===== src/rtl/store_narrow_serializer_pkg.sv =====
// Shared definitions for the store-side narrowing path.
// Holds the width-select encoding (shared with the load-side mux), the
// serializer state encoding, and small helpers for byte counting and
// byte extraction.
package store_narrow_serializer_pkg;

  // Width-select encoding, identical to the load mux
  localparam logic [1:0] SEL_WORD0 = 2'b00;
  localparam logic [1:0] SEL_HALF  = 2'b01;
  localparam logic [1:0] SEL_WORD1 = 2'b10;
  localparam logic [1:0] SEL_BYTE  = 2'b11;

  typedef enum logic [1:0] {
    IDLE  = 2'b00,
    WRITE = 2'b01,
    DONE  = 2'b10
  } state_t;

  // Number of bytes written for a given width select (1, 2 or 4)
  function automatic logic [2:0] sel_to_count(input logic [1:0] sel);
    logic [2:0] cnt;
    case (sel)
      SEL_HALF:  cnt = 3'd2;
      SEL_BYTE:  cnt = 3'd1;
      SEL_WORD0: cnt = 3'd4;
      SEL_WORD1: cnt = 3'd4;
      default:   cnt = 3'd4;
    endcase
    return cnt;
  endfunction

  // Little-endian byte lane idx of a 32-bit word
  function automatic logic [7:0] byte_at(input logic [31:0] word, input logic [1:0] idx);
    logic [7:0] b;
    case (idx)
      2'd0:    b = word[7:0];
      2'd1:    b = word[15:8];
      2'd2:    b = word[23:16];
      2'd3:    b = word[31:24];
      default: b = word[7:0];
    endcase
    return b;
  endfunction

endpackage


===== src/rtl/store_narrow_serializer_if.sv =====
// Request and byte-memory bus of the store narrowing serializer.
//   in_valid/in_ready : request handshake
//   select/addr/data  : width select, base byte address, register value
//   mem_we/mem_addr/mem_wdata/mem_ready : per-byte memory write handshake
//   done/trunc        : completion pulse and truncation flag
// master: request/memory-side agent; slave: the serializer.
interface store_narrow_serializer_if #(
  parameter int ADDR_WIDTH = 32
);
  logic                  in_valid;
  logic                  in_ready;
  logic [1:0]            select;
  logic [ADDR_WIDTH-1:0] addr;
  logic [31:0]           data;
  logic                  mem_we;
  logic [ADDR_WIDTH-1:0] mem_addr;
  logic [7:0]            mem_wdata;
  logic                  mem_ready;
  logic                  done;
  logic                  trunc;

  modport master (
    output in_valid, select, addr, data, mem_ready,
    input  in_ready, mem_we, mem_addr, mem_wdata, done, trunc
  );

  modport slave (
    input  in_valid, select, addr, data, mem_ready,
    output in_ready, mem_we, mem_addr, mem_wdata, done, trunc
  );
endinterface


===== src/rtl/store_narrow_serializer_fit.sv =====
// narrow_fit_check: combinational check of whether a 32-bit value survives
// narrowing to the selected width and sign-extending back.
//   select : width select (word/half/byte)
//   data   : source value
//   trunc  : 1 when the narrowed value differs from the source
module narrow_fit_check
  import store_narrow_serializer_pkg::*;
(
  input  logic [1:0]  select,
  input  logic [31:0] data,
  output logic        trunc
);

  // Compare the bits dropped by narrowing against the narrow sign bit
  always_comb begin
    trunc = 1'b0;
    case (select)
      SEL_HALF:  trunc = (data[31:16] != {16{data[15]}});
      SEL_BYTE:  trunc = (data[31:8]  != {24{data[7]}});
      SEL_WORD0: trunc = 1'b0;
      SEL_WORD1: trunc = 1'b0;
      default:   trunc = 1'b0;
    endcase
  end

endmodule


===== src/rtl/store_narrow_serializer.sv =====
// store_narrow_serializer: writes a 32-bit register value to a byte-wide
// memory port as 1, 2 or 4 little-endian bytes and flags values that do
// not fit the selected width.
//   clock : rising-edge clock
//   reset : asynchronous active-high reset
//   bus   : slave side of store_narrow_serializer_if (request handshake,
//           per-byte memory handshake, done/trunc result)
// All outputs come straight from registers.
module store_narrow_serializer
  import store_narrow_serializer_pkg::*;
#(
  parameter int ADDR_WIDTH = 32
) (
  input logic                      clock,
  input logic                      reset,
  store_narrow_serializer_if.slave bus
);

  state_t                state_r, state_s;
  logic [1:0]            k_r, k_s;          // index of byte on the bus
  logic [1:0]            last_r, last_s;    // index of the final byte (N-1)
  logic [31:0]           data_r, data_s;
  logic                  trunc_l_r, trunc_l_s;
  logic                  in_ready_r, in_ready_s;
  logic                  mem_we_r, mem_we_s;
  logic [ADDR_WIDTH-1:0] mem_addr_r, mem_addr_s;
  logic [7:0]            mem_wdata_r, mem_wdata_s;
  logic                  done_r, done_s;
  logic                  trunc_r, trunc_s;
  logic                  fit_trunc_s;

  narrow_fit_check u_fit (
    .select (bus.select),
    .data   (bus.data),
    .trunc  (fit_trunc_s)
  );

  // Next-state and next-output logic; outputs are computed one cycle
  // ahead so the registered bus never glitches between bytes
  always_comb begin
    state_s     = state_r;
    k_s         = k_r;
    last_s      = last_r;
    data_s      = data_r;
    trunc_l_s   = trunc_l_r;
    in_ready_s  = in_ready_r;
    mem_we_s    = mem_we_r;
    mem_addr_s  = mem_addr_r;
    mem_wdata_s = mem_wdata_r;
    done_s      = 1'b0;
    trunc_s     = 1'b0;
    case (state_r)
      IDLE: begin
        in_ready_s = 1'b1;
        mem_we_s   = 1'b0;
        if (bus.in_valid && in_ready_r) begin
          state_s     = WRITE;
          k_s         = 2'd0;
          last_s      = 2'(sel_to_count(bus.select) - 3'd1);
          data_s      = bus.data;
          trunc_l_s   = fit_trunc_s;
          in_ready_s  = 1'b0;
          mem_we_s    = 1'b1;
          mem_addr_s  = bus.addr;
          mem_wdata_s = bus.data[7:0];
        end else begin
          state_s = IDLE;
        end
      end
      WRITE: begin
        in_ready_s = 1'b0;
        mem_we_s   = 1'b1;
        if (bus.mem_ready && (k_r == last_r)) begin
          // Final byte retires: leave the address/data lines parked
          state_s  = DONE;
          k_s      = 2'd0;
          mem_we_s = 1'b0;
          done_s   = 1'b1;
          trunc_s  = trunc_l_r;
        end else if (bus.mem_ready) begin
          k_s         = k_r + 2'd1;
          mem_addr_s  = mem_addr_r + ADDR_WIDTH'(1);
          mem_wdata_s = byte_at(data_r, k_r + 2'd1);
        end else begin
          state_s = WRITE;
        end
      end
      DONE: begin
        state_s    = IDLE;
        in_ready_s = 1'b1;
        mem_we_s   = 1'b0;
      end
      default: begin
        state_s    = IDLE;
        k_s        = 2'd0;
        in_ready_s = 1'b1;
        mem_we_s   = 1'b0;
      end
    endcase
  end

  // State and output registers
  always_ff @(posedge clock or posedge reset) begin
    if (reset) begin
      state_r     <= IDLE;
      k_r         <= 2'd0;
      last_r      <= 2'd0;
      data_r      <= 32'd0;
      trunc_l_r   <= 1'b0;
      in_ready_r  <= 1'b1;
      mem_we_r    <= 1'b0;
      mem_addr_r  <= '0;
      mem_wdata_r <= 8'd0;
      done_r      <= 1'b0;
      trunc_r     <= 1'b0;
    end else begin
      state_r     <= state_s;
      k_r         <= k_s;
      last_r      <= last_s;
      data_r      <= data_s;
      trunc_l_r   <= trunc_l_s;
      in_ready_r  <= in_ready_s;
      mem_we_r    <= mem_we_s;
      mem_addr_r  <= mem_addr_s;
      mem_wdata_r <= mem_wdata_s;
      done_r      <= done_s;
      trunc_r     <= trunc_s;
    end
  end

  assign bus.in_ready  = in_ready_r;
  assign bus.mem_we    = mem_we_r;
  assign bus.mem_addr  = mem_addr_r;
  assign bus.mem_wdata = mem_wdata_r;
  assign bus.done      = done_r;
  assign bus.trunc     = trunc_r;

endmodule


===== src/flat_wrapper.sv =====
// flat-port wrapper written by rule: the top's interface ports become plain ports
module store_narrow_serializer_flat import store_narrow_serializer_pkg::*;
#(
  parameter int ADDR_WIDTH = 32
)
  (clock, reset, bus_in_valid, bus_select, bus_addr, bus_data, bus_mem_ready, bus_in_ready, bus_mem_we, bus_mem_addr, bus_mem_wdata, bus_done, bus_trunc);
  store_narrow_serializer_if #(.ADDR_WIDTH(ADDR_WIDTH)) bus_i ();
  input logic clock;
  input logic reset;
  input wire logic [$bits(bus_i.in_valid)-1:0] bus_in_valid;
  input wire logic [$bits(bus_i.select)-1:0] bus_select;
  input wire logic [$bits(bus_i.addr)-1:0] bus_addr;
  input wire logic [$bits(bus_i.data)-1:0] bus_data;
  input wire logic [$bits(bus_i.mem_ready)-1:0] bus_mem_ready;
  output wire logic [$bits(bus_i.in_ready)-1:0] bus_in_ready;
  output wire logic [$bits(bus_i.mem_we)-1:0] bus_mem_we;
  output wire logic [$bits(bus_i.mem_addr)-1:0] bus_mem_addr;
  output wire logic [$bits(bus_i.mem_wdata)-1:0] bus_mem_wdata;
  output wire logic [$bits(bus_i.done)-1:0] bus_done;
  output wire logic [$bits(bus_i.trunc)-1:0] bus_trunc;
  assign bus_i.in_valid = bus_in_valid;
  assign bus_i.select = bus_select;
  assign bus_i.addr = bus_addr;
  assign bus_i.data = bus_data;
  assign bus_i.mem_ready = bus_mem_ready;
  assign bus_in_ready = bus_i.in_ready;
  assign bus_mem_we = bus_i.mem_we;
  assign bus_mem_addr = bus_i.mem_addr;
  assign bus_mem_wdata = bus_i.mem_wdata;
  assign bus_done = bus_i.done;
  assign bus_trunc = bus_i.trunc;
  store_narrow_serializer #(.ADDR_WIDTH(ADDR_WIDTH)) u_core (.clock(clock), .reset(reset), .bus(bus_i));
endmodule

===== config.mk =====
export PLATFORM = sky130hd
export DESIGN_NAME = store_narrow_serializer_flat
export DESIGN_NICKNAME = d
export VERILOG_FILES = /design/src/rtl/store_narrow_serializer_pkg.sv /design/src/rtl/store_narrow_serializer_if.sv /design/src/rtl/store_narrow_serializer_fit.sv /design/src/rtl/store_narrow_serializer.sv /design/src/flat_wrapper.sv
export SDC_FILE = /design/constraint.sdc
export NUM_CORES = 1
export LEC_CHECK = 0
export CORE_MARGIN = 5
export CORE_UTILIZATION = 49
export CTS_CLUSTER_DIAMETER = 40
export CTS_CLUSTER_SIZE = 20
export DETAILED_ROUTE_END_ITERATION = 8
export PLACE_DENSITY = 0.79
export SYNTH_ARGS = -nofsm -noshare
export SYNTH_HDL_FRONTEND = slang
export SYNTH_HIERARCHICAL = 1
export SYNTH_SLANG_ARGS = --single-unit

===== constraint.sdc =====
create_clock -name clock -period 2.7 [get_ports clock]
set_input_delay 0.405 -clock clock [delete_from_list [all_inputs] [get_ports clock]]
set_output_delay 0.405 -clock clock [all_outputs]
set_load 0.005 [all_outputs]

# [After elaboration in Yosys (flattened, before gate mapping)]
# Cells that the tools add are included.
[totals] ff_bits=83 in_bits=70 output_inout_bits=44 elab_cells=71
[classes] add_sub_neg=3 n_eq_ne=16 n_mux=30 bitwise=1 n_reduce_logical=10
[op_table] operator="$mux W32" n=3
[op_table] operator="$pmux W32 S2" n=1
[op_table] operator="$add A32 B1 Y32 const B" n=1
[op_table] operator="$pmux W8 S4" n=1
[op_table] operator="$mux W8" n=3
[op_table] operator="$ne A24 B24 Y1" n=1
[op_table] operator="$ne A16 B16 Y1" n=1
[op_table] operator="$pmux W8 S2" n=1
[op_table] operator="$mux W2" n=7
[op_table] operator="$pmux W2 S3" n=2
[op_table] operator="$eq A2 B2 Y1 const B" n=5
[op_table] operator="$mux W1" n=8
[op_table] operator="$eq A2 B1 Y1 const B" n=3
[op_table] operator="$logic_not A2 Y1" n=3
[op_table] operator="$ne A3 B2 Y1 const B" n=2
[op_table] operator="$ne A2 B2 Y1 const B" n=2
[op_table] operator="$pmux W1 S2" n=2
[op_table] operator="$pmux W2 S2" n=1
[op_table] operator="$reduce_and A4 Y1" n=1
[op_table] operator="$pmux W1 S3" n=1
[op_table] operator="$reduce_and A3 Y1" n=1
[op_table] operator="$add A2 B1 Y2 const B" n=1
[op_table] operator="$eq A2 B2 Y1" n=1
[op_table] operator="$logic_and A1 B1 Y1" n=2
[op_table] operator="6 further kinds" n=6

# [Longest topological paths before layout]
# Gate-level depths: netlist of the first run.
[depth] depth_word=6 depth_mapped=7

# [Cells and area by module]
# The synthesis of the first run kept the hierarchy.
[by_module_without_submodules] module="store_narrow_serializer" n_inst=1 cells_per_inst=508 area_each_um2=4269.1 seq_area_each_um2=2078.2
[by_module_without_submodules] module="narrow_fit_check" n_inst=1 cells_per_inst=24 area_each_um2=160.2 seq_area_each_um2=0.0

# [Least setup slack after synthesis of the first run]
# OpenSTA, ideal clock, no wires.
[synth_path] path_kind="reg2reg" start="register u_core.mem_addr_r[0] (netlist: u_core/bus.mem_addr[0])" end="register u_core.mem_addr_r[24] (netlist: u_core/bus.mem_addr[24])" arrival_time_ns=1.689 required_ns=2.571 path_slack_ns=0.882 stages_incl_launch_ff=8 path_buffers=1 cell_sequence="dfrtp_1 -> ha_1 -> nand4_1 -> nor4_2 -> buf_2 -> a31oi_1 -> a41oi_1 -> nand3_1"
[synth_via] elab_chain_len=4
[synth_lines] element="from (decl)" line_no="store_narrow_serializer.sv:26" rtl="logic [ADDR_WIDTH-1:0] mem_addr_r, mem_addr_s;"
[synth_lines] element="from (signal assigned)" line_no="store_narrow_serializer.sv:124" rtl="mem_addr_r <= mem_addr_s;"
[synth_lines] element="$add A32 B1 Y32" line_no="store_narrow_serializer.sv:82" rtl="mem_addr_s = mem_addr_r + ADDR_WIDTH'(1);"
[synth_lines] element="$mux W32" line_no="store_narrow_serializer.sv:80" rtl="end else if (bus.mem_ready) begin"
[synth_lines] element="$mux W32" line_no="store_narrow_serializer.sv:73" rtl="if (bus.mem_ready && (k_r == last_r)) begin"
[synth_lines] element="$pmux W32 S2" line_no="store_narrow_serializer.sv:52" rtl="case (state_r)"
# Every way passes these cells. The select of a mux whose other input is x is not followed.
# A chain may end at the register's enable or synchronous reset.

# [Worst setup path after layout of the first run]
[layout_path] start="register u_core.k_r[0]" end="register u_core.mem_addr_r[9] (netlist: u_core/bus.mem_addr[9])"
[layout_via] elab_chain_len=4
[layout_lines] element="from (decl)" line_no="store_narrow_serializer.sv:20" rtl="logic [1:0] k_r, k_s;"
[layout_lines] element="from (signal assigned)" line_no="store_narrow_serializer.sv:118" rtl="k_r <= k_s;"
[layout_lines] element="$eq A2 B2 Y1" line_no="store_narrow_serializer.sv:73"
[layout_lines] element="$logic_and A1 B1 Y1" line_no="store_narrow_serializer.sv:73"
[layout_lines] element="$ne A2 B2 Y1 (no source line)"
[layout_lines] element="$reduce_and A4 Y1 (no source line)"
# Every way passes these cells.

==> results of run 1 <==
==> state kept, by name (all words and copies together) (netlist names) <==
| register | count |
|---|---|
| u_core/data_r | 32 |
| u_core/state_r | 2 |
| u_core/bus.done | 1 |
| u_core/k_r | 2 |
| u_core/last_r | 2 |
| u_core/bus.mem_wdata | 8 |
| u_core/trunc_l_r | 1 |
| u_core/bus.mem_we | 1 |
| u_core/bus.mem_addr | 32 |
| u_core/bus.trunc | 1 |
| u_core/bus.in_ready | 1 |
==> placed cells by master, fill, tap and decap left out, types with 3 or more instances in the layout <==
cell type,synthesis,final
a41oi_1,4,4
nand2_1,159,159
inv_1,8,7
nor2_1,35,35
dfrtp_1,82,82
a22oi_1,5,5
a31oi_1,15,15
and3_1,4,4
nor4_1,5,5
nand4_1,20,20
a222oi_1,8,8
o22ai_1,7,7
clkbuf_8,0,10
clkdlybuf4s50_1,0,113
a21oi_1,18,18
nor3_1,11,11
o21ai_0,31,31
ha_1,5,5
buf_4,0,12
and2_1,4,4
a211oi_1,4,4
or3_1,3,3
nand3_1,24,24
==> report_power, final <==
part | switching (mW) | internal, mW
sequential | 0.577 | 1.82
combinational | 1.61 | 1.50
clock | 0.480 | 0.463
==> metrics by stage <==
stage	power (mW)	hold WS (ps)
detailed placement	5.51	462
global placement	5.38	457
floorplan	4.13	438
CTS	6.47	483
finish	6.45	477
global route	6.96	500
==> cell families after synthesis <==
| kind of cell | Yosys count | share of synthesized area, % |
|---|---|---|
| DFF | 83 | 46.9 |
| muxes | 1 | 0.226 |
| buffers and inverters | 41 | 3.67 |
| xor gates and xnor gates | 2 | 0.396 |
| adders and majority gates | 5 | 1.41 |
| and+or+nand+nor | 285 | 29.8 |
| AOI/OAI and AO/OA | 115 | 17.6 |
==> path summary, 6_finish.rpt <==
kind | startpoint | endpoint | slack [ps] | depth (start not counted)
min | reset | u_core/bus.done | 480 | 2
max in group asynchronous | reset | u_core/data_r[5] | 1580 | 3
max | u_core/k_r[0] | u_core/bus.mem_addr[9] | 340 | 5
max reg2reg | u_core/k_r[0] | u_core/bus.mem_addr[9] | 340 | 5
min in group clock | u_core/trunc_l_r | u_core/trunc_l_r | 480 | 2
min reg2reg | u_core/trunc_l_r | u_core/trunc_l_r | 480 | 2
==> per-layer routing <==
metal,up-vias,GRT usage (%)
met4,0,8.22
met2,199,38.4
li1,2116,-
met5,-,0
met1,2135,31.3
met3,24,4.07
==> area by class of cell <==
| cell class | instances | area [um2] |
|---|---|---|
| Fill cell | 724 | 2840 |
| Multi-Input combinational cell | 408 | 2210 |
| Sequential cell | 83 | 2080 |
| Timing Repair Buffer | 127 | 1260 |
| Clock buffer | 10 | 138 |
| Tap cell | 108 | 135 |
| Clock inverter | 6 | 72.6 |
| Inverter | 8 | 31.3 |
==> synth_stat cells, types with 3 or more instances <==
cell type	number	area share, %
a21oi_1	18	2.0
nor2_1	35	3.0
a31oi_1	15	2.1
and2_1	4	0.56
nand2_1	159	13
a22oi_1	5	0.85
or3_1	3	0.42
a222oi_1	8	1.8
nand3_1	24	2.7
inv_1	8	0.68
a211oi_1	4	0.68
buf_1	4	0.34
nor3_1	11	1.2
a41oi_1	4	0.79
nand4_1	20	2.8
nor4_1	5	0.71
ha_1	5	1.4
dfrtp_1	82	46
clkbuf_1	27	2.3
o21ai_0	31	3.5
and3_1	4	0.56
o22ai_1	7	0.99
==> critical path, delay by kind of cell, from the launching register on <==
family | cells | cell delay, ps
flip-flops | 1 | 450
AO/OA/AOI/OAI | 2 | 760
XOR/XNOR | 1 | 210
AND/OR/NAND/NOR | 1 | 540
buffers and inverters | 1 | 330
==> qor.yml, run 1 <==
status: "finished, final reports clean"
synth_edf_count: 0
synthCells: 532
startpoint_type: "flop"
cp-end-kind: "flop"
worstPathCellList: "xor2_1 -> o211ai_2 -> nand2_1 -> buf_4 -> o2bb2a_1"
cp.arrival_ps: 2650
routabilityCongestion: 0.878
grt_overflow: 0
syn_to_final_growth_pct: 33.8
antenna_found_initial: 0
ys_warn_count: 6
yosysSeqAreaShare_pct: 46.9
layout_setup_ws_ps: 343
clockBufferDepth: 2
hpwl_um: 9440
finalHoldViolations: 0
top_layer: "met4"
grt_first_pass_wirelength_um: 21500
routed_wirelength_um: 12800
drc_errors: 0
cpPeakStageDelay_ps: 540
p_leak_nw: 2.54
drv_slew: 0
worst_skew_pair.late_latency_ps: 360
cts.sinks: 83
min_path_type: "in -> async"
fin_nets: 712
finalSetupViolCount: 0
slowest_stage: "nand2_1"
synthArstFlopShare_pct: 100
criticalPathCategory: "reg -> reg"
start_util_pct: 50.5
avgSynthCellArea_um2: 8.33
pin_count: 114
clkSlewWorstSetupHoldPaths_ps: 80
peakVddDrop_mv: 0.504
cts_buffers: 9
wire_per_inst_um: 17.1
drive_gt1_share_pct: 7.48
ctsHoldBuffers: 0
die_y_um: 105
tns_ps: 0
antenna_cells: 0
ys_seq_elements: 83
cts.htree.levels: 3
slew_headroom_pct: 49.5
rsz0062_at_grt: "no"
drt_first_pass_iters: 6
vias: 4474
placed_area_mm2: 0.00572
die_w_um: 105
grt_pass1_vias: 4326
grt_max_degree: 49
min_period_ps: 2360
ys_types: 60
port_buffers: 113
drt_iter0_markers: 270
p_per_area_mw_per_mm2: 1090
cts_resized: 0
routed_via_density: 5.97
design.die.area_mm2: 0.0110
synth.net_count: 607
final_util_pct: 67.6
cts_tree: "built"
dr_wl_met2_um: 6200
core.rowCount: 34
fmax_mhz: 424
clock_skew_ps: 14.6
track_usage_pct: 23.4
cp.required_ps: 2990
post-route-period-util_pct: 87.3
root_buffer: "clkbuf_8"
timing.max_cap.violations: 0
met3_length_um: 991
ys.flop_type: "dfrtp_1"
core_area_mm2: 0.00876
final_cells: 750
drtAntennaViolNets: 0
post_cts_buffers: 0
wl_met1_um: 5370
dp.cells: 734
post-place-ws_ps: 354
tightestPinTransition_ps: 757
cp_max_fo: 15
fin_area_mm2: 0.00593
syn_area_mm2: 0.00443
Power figures use the tool's default switching activity.
==> run 2, diff against run 1 <==
SYNTH_HIERARCHICAL = default   (was 1)
==> run 2 against run 1 <==
Net effect:
- clock skew down 3.7 ps
- clock-buffer cell count up 3
- sequential share of layout area up 0.53 points
- design area down 1.5%
- synthesized cell count down 3.0%
- via count down 1.7%
- critical path depth up 1
- area after synthesis down 0.88%
- global-route usage down 0.34 points
- power up 6.4%
- worst setup slack better by 180 ps
==> qor.yml, run 2 <==
tns_ps: 0
fin_nets: 696
post-route-period-util_pct: 80.5
synth_top_area_share_pct: 46.7
finalHoldViolations: 0
ys.flop_type: "dfrtp_1"
clock_skew_ps: 10.9
cp.required_ps: 2930
crit_start: "u_core.bus.mem_addr[1]"
grt_overflow: 0
ys_warn_count: 0
cts_buffers: 9
routabilityCongestion: 0.855
synth_most_common_cell: "nand2_1"
timing.max_cap.violations: 0
design.die.area_mm2: 0.0110
slowest_stage: "or4_1"
core.rowCount: 34
cp-end-kind: "flop"
fin_area_mm2: 0.00584
root_buffer: "clkbuf_8"
drt_iter0_markers: 311
cts_resized: 0
ctsHoldBuffers: 0
fmax_mhz: 460
criticalPathCategory: "reg -> reg"
yosysSeqAreaShare_pct: 47.3
worstPathCellList: "ha_1 -> nand4_2 -> or4_1 -> nor2_1 -> a31oi_1 -> o22a_1"
drt_first_pass_iters: 5
yosys-top-cells-count: "144 x nand2_1, 82 x dfrtp_1, 34 x nor2_1"
drc_errors: 0
drive_gt1_share_pct: 6.23
pin_count: 114
synth_edf_count: 0
grt_first_pass_wirelength_um: 21300
routed_via_density: 5.99
regToRegEndpoint: "u_core.bus.mem_addr[14]"
cts.htree.levels: 3
cts_tree: "built"
synth_top_cell_by_area: "dfrtp_1"
avgSynthCellArea_um2: 8.51
clkSlewWorstSetupHoldPaths_ps: 90
finalSetupViolCount: 0
syn_area_mm2: 0.00439
min_path_type: "in -> async"
cts.sinks: 83
cp_max_fo: 7
cpPeakStageDelay_ps: 640
cp.arrival_ps: 2410
synthArstFlopShare_pct: 100
die_y_um: 105
synthCells: 516
clockBufferDepth: 2
antenna_cells: 0
post_cts_buffers: 0
hpwl_um: 9010
synth.net_count: 591
vias: 4396
port_buffers: 113
p_per_area_mw_per_mm2: 1180
antenna_found_initial: 0
regToRegStartpoint: "u_core.bus.mem_addr[1]"
p_leak_nw: 2.45
drv_slew: 0
worst_skew_pair.late_latency_ps: 350
rsz0062_at_grt: "no"
die_w_um: 105
layout_common_cells: "144 x nand2_1, 113 x clkdlybuf4s50_1, 82 x dfrtp_1, 34 x nor2_1, 32 x a21oi_1"
min_period_ps: 2170
slew_headroom_pct: 66.4
syn_to_final_growth_pct: 33.0
peakVddDrop_mv: 0.546
core_area_mm2: 0.00872
startpoint_type: "flop"
regToRegSetupSlack_ps: 530
grt_max_degree: 84
grt_pass1_vias: 4394
ys_top_cells_by_area: "dfrtp_1 47%, nand2_1 12%, a21oi_1 3.6%, nor2_1 2.9%, o21ai_0 2.8%"
track_usage_pct: 23.0
tightestPinTransition_ps: 500
mostFrequentLayoutCell: "nand2_1"
wire_per_inst_um: 17.3
routed_wirelength_um: 12700
ys_types: 53
reg2reg_depth: 6
ys_seq_elements: 83
start_util_pct: 50.3
status: "finished, final reports clean"
drtAntennaViolNets: 0
placed_area_mm2: 0.00566
run 2: worst max path at each step:
stage                                    to  slack, ps  cells after the start
detailed placement  u_core.bus.mem_addr[31]        460                      6
CTS                 u_core.bus.mem_addr[14]        550                      6
finish              u_core.bus.mem_addr[14]        530                      6
global placement    u_core.bus.mem_addr[31]        510                      6
global route        u_core.bus.mem_addr[14]        350                      6
floorplan                   u_core.bus.done        160                      1
run 2: per-layer routing:
layer,wire length [um],track usage [%],share of wire (%)
met5,0,0,0
met4,260,7.85,2.1
met3,996,5.61,7.9
met2,6140,36.5,48
met1,5280,31.1,42
run 2: layout make-up:
cell class | count | area, um2
Sequential cell | 83 | 2080
Clock inverter | 3 | 42.5
Tap cell | 108 | 135
Timing Repair Buffer | 125 | 1250
Inverter | 6 | 23.8
Fill cell | 730 | 2880
Multi-Input combinational cell | 396 | 2170
Clock buffer | 13 | 139
run 2: through the flow:
step                instances  hold slack [ps]  setup WS, ps  util, %  total power, mW
finish                    734              452           527     66.9             6.86
global route              734              484           348     66.9             7.39
CTS                       734              481           554     66.9             6.87
detailed placement        718              462           460     64.9             5.99
global placement          718              457           513     64.9             5.85
floorplan                 516              442           160        -             4.50
run 2: worst max-delay path, delay by kind of cell, from the launching register on:
family,cells,cell delay [ps]
AOI/OAI and AO/OA,2,310
DFF,1,470
adders and majority gates,1,270
and+or+nand+nor,3,1000
run 2: logic make-up (layout without fill, tap and decap cells):
family	count (synthesis)	count (layout)	synth area share, %
flip-flops	83	83	47.3
AND/OR/NAND/NOR	259	259	27.7
adder cells (fa/ha/maj)	5	5	1.42
AO/OA/AOI/OAI	126	126	18.9
multiplexers	4	4	0.912
XOR/XNOR	2	2	0.399
buffers and inverters	37	147	3.33
run 2: report_power, final:
part	total [mW]	switching [mW]	internal, mW
Sequential	2.43	0.578	1.85
Combinational	3.57	1.90	1.67
Clock	0.862	0.434	0.428
